--- src/rtl/logic_unit_pipe_pkg.sv ---
// Shared definitions for the pipelined bitwise logic unit: named truth tables
// and the 2-input lookup used by every bit slice.
package logic_unit_pipe_pkg;

  localparam logic [3:0] OP_ZERO   = 4'b0000;
  localparam logic [3:0] OP_AND    = 4'b1000;
  localparam logic [3:0] OP_OR     = 4'b1110;
  localparam logic [3:0] OP_XOR    = 4'b0110;
  localparam logic [3:0] OP_NAND   = 4'b0111;
  localparam logic [3:0] OP_PASS_A = 4'b1100;
  localparam logic [3:0] OP_PASS_B = 4'b1010;
  localparam logic [3:0] OP_ONES   = 4'b1111;

  // Truth-table lookup: the operand pair {a,b} selects one bit of op.
  function automatic logic lut2(input logic [3:0] op, input logic a, input logic b);
    return op[{a, b}];
  endfunction

endpackage

--- src/rtl/logic_unit_bit.sv ---
// One bit slice of the logic unit: a 2-input function chosen by a 4-bit truth table.
module logic_unit_bit
  import logic_unit_pipe_pkg::*;
(
  input  logic       a,
  input  logic       b,
  input  logic [3:0] op,
  output logic       f
);

  assign f = lut2(op, a, b);

endmodule

--- src/rtl/logic_unit_pipe.sv ---
// WIDTH-bit truth-table logic unit with a two-stage valid/ready pipeline,
// accumulator feedback for operand B, result flags and a delivered-beat counter.
module logic_unit_pipe
  import logic_unit_pipe_pkg::*;
#(
  parameter int WIDTH = 8,
  parameter int CNT_W = 16
) (
  input  logic             clk,
  input  logic             rst,
  input  logic             in_valid,
  output logic             in_ready,
  input  logic [WIDTH-1:0] in_a,
  input  logic [WIDTH-1:0] in_b,
  input  logic [3:0]       in_op,
  input  logic             in_acc,
  input  logic             acc_clr,
  output logic             out_valid,
  input  logic             out_ready,
  output logic [WIDTH-1:0] out_f,
  output logic             out_zero,
  output logic             out_ones,
  output logic             out_parity,
  output logic [CNT_W-1:0] out_count
);

  localparam logic [CNT_W-1:0] CNT_ONE = CNT_W'(1);

  logic             s1_valid_q, s1_valid_d;
  logic [WIDTH-1:0] s1_f_q, s1_f_d;
  logic             s2_valid_q, s2_valid_d;
  logic [WIDTH-1:0] s2_f_q, s2_f_d;
  logic             zero_q, zero_d;
  logic             ones_q, ones_d;
  logic             parity_q, parity_d;
  logic [WIDTH-1:0] acc_q, acc_d;
  logic [CNT_W-1:0] count_q, count_d;

  logic             s2_adv, s1_adv, accept, deliver;
  logic [WIDTH-1:0] op_b, f;

  // Back-pressure ripples combinationally from the consumer; no skid buffer.
  assign s2_adv   = !s2_valid_q | out_ready;
  assign s1_adv   = !s1_valid_q | s2_adv;
  assign in_ready = s1_adv;
  assign accept   = in_valid & s1_adv;
  assign deliver  = s2_valid_q & out_ready;

  // A clear coinciding with an accumulate beat must already see zero.
  always_comb begin
    op_b = in_b;
    if (in_acc) op_b = acc_clr ? '0 : acc_q;
  end

  for (genvar gi = 0; gi < WIDTH; gi++) begin : g_bit
    logic_unit_bit u_bit (
      .a  (in_a[gi]),
      .b  (op_b[gi]),
      .op (in_op),
      .f  (f[gi])
    );
  end

  always_comb begin
    s1_valid_d = s1_valid_q;
    s1_f_d     = s1_f_q;
    s2_valid_d = s2_valid_q;
    s2_f_d     = s2_f_q;
    zero_d     = zero_q;
    ones_d     = ones_q;
    parity_d   = parity_q;
    acc_d      = acc_q;
    count_d    = count_q;

    if (s1_adv) begin
      s1_valid_d = accept;
      if (accept) s1_f_d = f;
    end

    // S2 keeps its last data when it empties, so a stalled result never moves.
    if (s2_adv) begin
      s2_valid_d = s1_valid_q;
      if (s1_valid_q) begin
        s2_f_d   = s1_f_q;
        zero_d   = (s1_f_q == '0);
        ones_d   = (s1_f_q == '1);
        parity_d = ^s1_f_q;
      end
    end

    if (accept)       acc_d = f;
    else if (acc_clr) acc_d = '0;

    if (deliver) count_d = count_q + CNT_ONE;
  end

  always_ff @(posedge clk) begin
    if (rst) begin
      s1_valid_q <= 1'b0;
      s1_f_q     <= '0;
      s2_valid_q <= 1'b0;
      s2_f_q     <= '0;
      zero_q     <= 1'b0;
      ones_q     <= 1'b0;
      parity_q   <= 1'b0;
      acc_q      <= '0;
      count_q    <= '0;
    end else begin
      s1_valid_q <= s1_valid_d;
      s1_f_q     <= s1_f_d;
      s2_valid_q <= s2_valid_d;
      s2_f_q     <= s2_f_d;
      zero_q     <= zero_d;
      ones_q     <= ones_d;
      parity_q   <= parity_d;
      acc_q      <= acc_d;
      count_q    <= count_d;
    end
  end

  assign out_valid  = s2_valid_q;
  assign out_f      = s2_f_q;
  assign out_zero   = zero_q;
  assign out_ones   = ones_q;
  assign out_parity = parity_q;
  assign out_count  = count_q;

endmodule

--- config.mk ---
export PLATFORM = sky130hd
export DESIGN_NAME = logic_unit_pipe
export DESIGN_NICKNAME = d
export VERILOG_FILES = /design/src/rtl/logic_unit_pipe_pkg.sv /design/src/rtl/logic_unit_bit.sv /design/src/rtl/logic_unit_pipe.sv
export SDC_FILE = /design/constraint.sdc
export NUM_CORES = 1
export LEC_CHECK = 0
export BUFFER_PORTS_ARGS = -buffer_cell sky130_fd_sc_hd__buf_2
export CAP_MARGIN = 10
export CORE_MARGIN = 2
export CORE_UTILIZATION = 50
export DETAILED_ROUTE_END_ITERATION = 16
export HOLD_SLACK_MARGIN = 0.02
export PLACE_DENSITY = 0.87
export SLEW_MARGIN = 20
export SYNTH_ARGS = -nofsm -noshare
export SYNTH_HDL_FRONTEND = slang
export SYNTH_HIERARCHICAL = 1
export SYNTH_SLANG_ARGS = --single-unit
--- constraint.sdc ---
create_clock -name clk -period 2.55 [get_ports clk]
set_clock_uncertainty 0.15 [all_clocks]
set_input_delay 0.51 -clock clk [delete_from_list [all_inputs] [get_ports clk]]
set_output_delay 0.51 -clock clk [all_outputs]
set_load 0.01 [all_outputs]
==> summary.txt <==
Status
  – Status: finished clean

Global route
  – GRT Residual Overflow: 0
  – Largest net degree at the start of global routing: 40
  – Vias in the first global route: 1764
  – Initial antenna violation count: 0
  – First-pass GRT wire length: 7680 um
  – GRT Total Usage: 19.3%

Finish
  – ANT cells: 0
  – Layout Cells excl Fill: 355
  – Final net count: 337
  – Layout cells sized above 1: 26.7%
  – Synth-to-layout area growth: 17.6%
  – Util after Layout: 60.5%

Yosys
  – Post-synth top area share: 40.8%
  – Top post-synthesis cells by area: dfxtp_1, mux4_2, a21oi_1
  – Post-Synthesis Cells: 251
  – Syn Nets: 286
  – Post-synth EDFFs: 0
  – Top FF cell, synth: dfxtp_1
  – Top-count cell post-synth: dfxtp_1
  – Count of unique library cells instantiated by Yosys: 29
  – Syn Area/Cell: 8.80 um2
  – Async set-or-reset flop fraction in the synthesized netlist: 0%
  – Seq/Total Area, Yosys: 40.8%
  – Most instantiated cells after synthesis: dfxtp_1, nand2_1, a21oi_1, nand3_1, nor2_1
  – Post-synth top area cell: dfxtp_1
  – Ys Warns: 6
  – Synth Register Bits: 45
  – Synthesized cell area: 2210 um2

Place
  – Place WS: 0.536 ns
  – Final GP Congestion: 0.832
  – Dpl cells: 347
  – Port-buffer cells: 54
  – Dpl hpwl: 3340 um

CTS
  – CTS Hold Bufs: 0
  – TritonCTS sink count: 45
  – Clk pin slew, worst setup/hold paths: 0.08 ns
  – Post-CTS sizing: 0
  – H-Tree Depth: 2
  – Clk_lat worst skew: 0.29 ns
  – CTS buffer count: 5
  – CTS tree: built
  – Clk buf depth: 2
  – CTS root buf: clkbuf_8
  – Postcts setup bufs: 0

Setup path
  – Worst r2r path cells: 4
  – Critical Path Source Type: register
  – R2R Setup Slk: 0.76 ns
  – CP delay by family, top: flip-flops
  – WS Path Type: register to output port
  – Worst path cell trace: nand3b_1 -> buf_2
  – RR Endpoint: out_count[11]$_SDFFE_PP0P_
  – CP Max Fanout: 12
  – Worst Path Buf+Inv: 1
  – Crit Reg-Reg Startpoint: out_valid$_SDFFE_PP0P_
  – Required time of the critical path: 1.89 ns
  – CP arrival: 1.26 ns
  – CP Capture Type: output port
  – Crit-path max cell delay: 0.56 ns
  – CP max stage cell: dfxtp_1

Route
  – Routed via count: 1906
  – Detailed-route wire length per cell: 12.9 um
  – 1st-iter DRT viols: 168
  – # DRC: 0
  – Vias per cell: 5.37
  – First drt pass iteration count: 4
  – DRT Wirelength: 4580 um
  – Post-DRT Antenna Nets: 0

Worst hold path
  – Hold Path Depth: 2
  – Hold path endpoint: out_f[6]$_SDFFE_PP0P_
  – Hold wc startpoint: out_f[6]$_SDFFE_PP0P_
  – Worst Hold Class: register to register

Die
  – Initial core utilization: 51.4%
  – Die X: 70.5 um
  – Core area: 4290 um2
  – Die area: 4960 um2
  – Die Y: 70.5 um
  – Row cnt: 24
  – I/O pin cnt: 55

STA
  – PnR worst setup slack: 0.628 ns
  – Fin crit share: 75.4%
  – Max-slew violation count: 0
  – RSZ-0062 raised after global routing: no
  – Final hold viol count: 0
  – Slew @ Worst Pin: 0.511 ns
  – Min Tclk post-route: 1.92 ns
  – Final Setup Violations: 0
  – Fmax: 520 MHz
  – Total Neg Setup Slack: 0 ns
  – Rel. slew slack: 65.8%

Power
  – Pwr Total: 0.00135 W
  – Static Leakage: 1.07 nW
  – Worst vdd ir: 351 uV
  – Power Dens Cells: 521 nW/um2

Flow run
  – Maxcap violations: 0
[logic make-up after synthesis]
logic type	count (synthesis)	share of synthesized area, %
and+or+nand+nor	107	23.2
adders and majority gates	9	5.10
AOI/OAI and AO/OA	34	7.88
buffers and inverters	24	4.08
muxes	19	13.8
xor gates and xnor gates	13	5.16
DFF	45	40.8
[cell type report]
| type | instances | area [um2] |
|---|---|---|
| Tap cell | 52 | 65.1 |
| Inverter | 13 | 48.8 |
| Fill cell | 373 | 1700 |
| Timing Repair Buffer | 55 | 278 |
| Multi-Input combinational cell | 182 | 1220 |
| Clock inverter | 3 | 17.5 |
| Clock buffer | 5 | 68.8 |
| Sequential cell | 45 | 901 |
[worst max path at each step]
stage	start	endpoint	slack, ns	depth (start not counted)
5_1_grt	s1_valid_q$_SDFFE_PP0N_	in_ready	0.52	2
3_5_place_dp	out_ready	out_ones$_SDFFE_PP0P_	0.54	5
2_1_floorplan	in_acc	acc_q[1]$_SDFF_PP0_	0.57	5
4_1_cts	s1_valid_q$_SDFFE_PP0N_	in_ready	0.64	2
6_report	s1_valid_q$_SDFFE_PP0N_	in_ready	0.63	2
3_3_place_gp	out_ready	out_ones$_SDFFE_PP0P_	0.56	5
[sequential cells by signal, summed over array words and instances (netlist names)]
register    count
s1_f_q          8
out_f           8
out_valid       1
out_zero        1
s1_valid_q      1
out_parity      1
acc_q           8
out_ones        1
out_count      16
[placed cells by master, fill, tap and decap left out, drive strengths merged, types with 8 or more instances in the layout]
master,netlist,layout
nand3,15,15
nor2,16,16
a21oi,32,32
nand2,42,42
dfxtp,45,45
buf,2,55
mux4,8,8
nor2b,12,12
inv,13,13
xnor2,10,10
ha,9,9
mux2,11,11
[layer usage]
metal | vias to the layer above | share of wire (%) | global-route usage (%)
li1 | 958 | - | -
met1 | 874 | 43 | 25.3
met2 | 68 | 49 | 32.0
met3 | 6 | 6.4 | 2.45
met4 | 0 | 1.4 | 8.33
met5 | - | 0 | 0
[power breakdown]
| group | total (W) | internal (W) | leakage [nW] | switching [W] |
|---|---|---|---|---|
| clock network | 0.000423 | 0.000189 | 0.0439 | 0.000234 |
| logic | 0.000179 | 0.0000882 | 0.657 | 0.0000913 |
| registers | 0.000749 | 0.000728 | 0.366 | 0.0000208 |
[through the flow]
step / hold WS [ns] / area, um2
after detailed placement: 0.295 / 2510
after CTS: 0.308 / 2600
after floorplan: 0.316 / 2210
final: 0.304 / 2600
after global routing: 0.321 / 2600
after global placement: 0.289 / 2510
[worst min-delay path: stages (launching register included)]
cell	delay, ns
dfxtp_1	0.31
nand2_1	0.05
a21oi_1	0.05
Power figures use the tool's default switching activity.
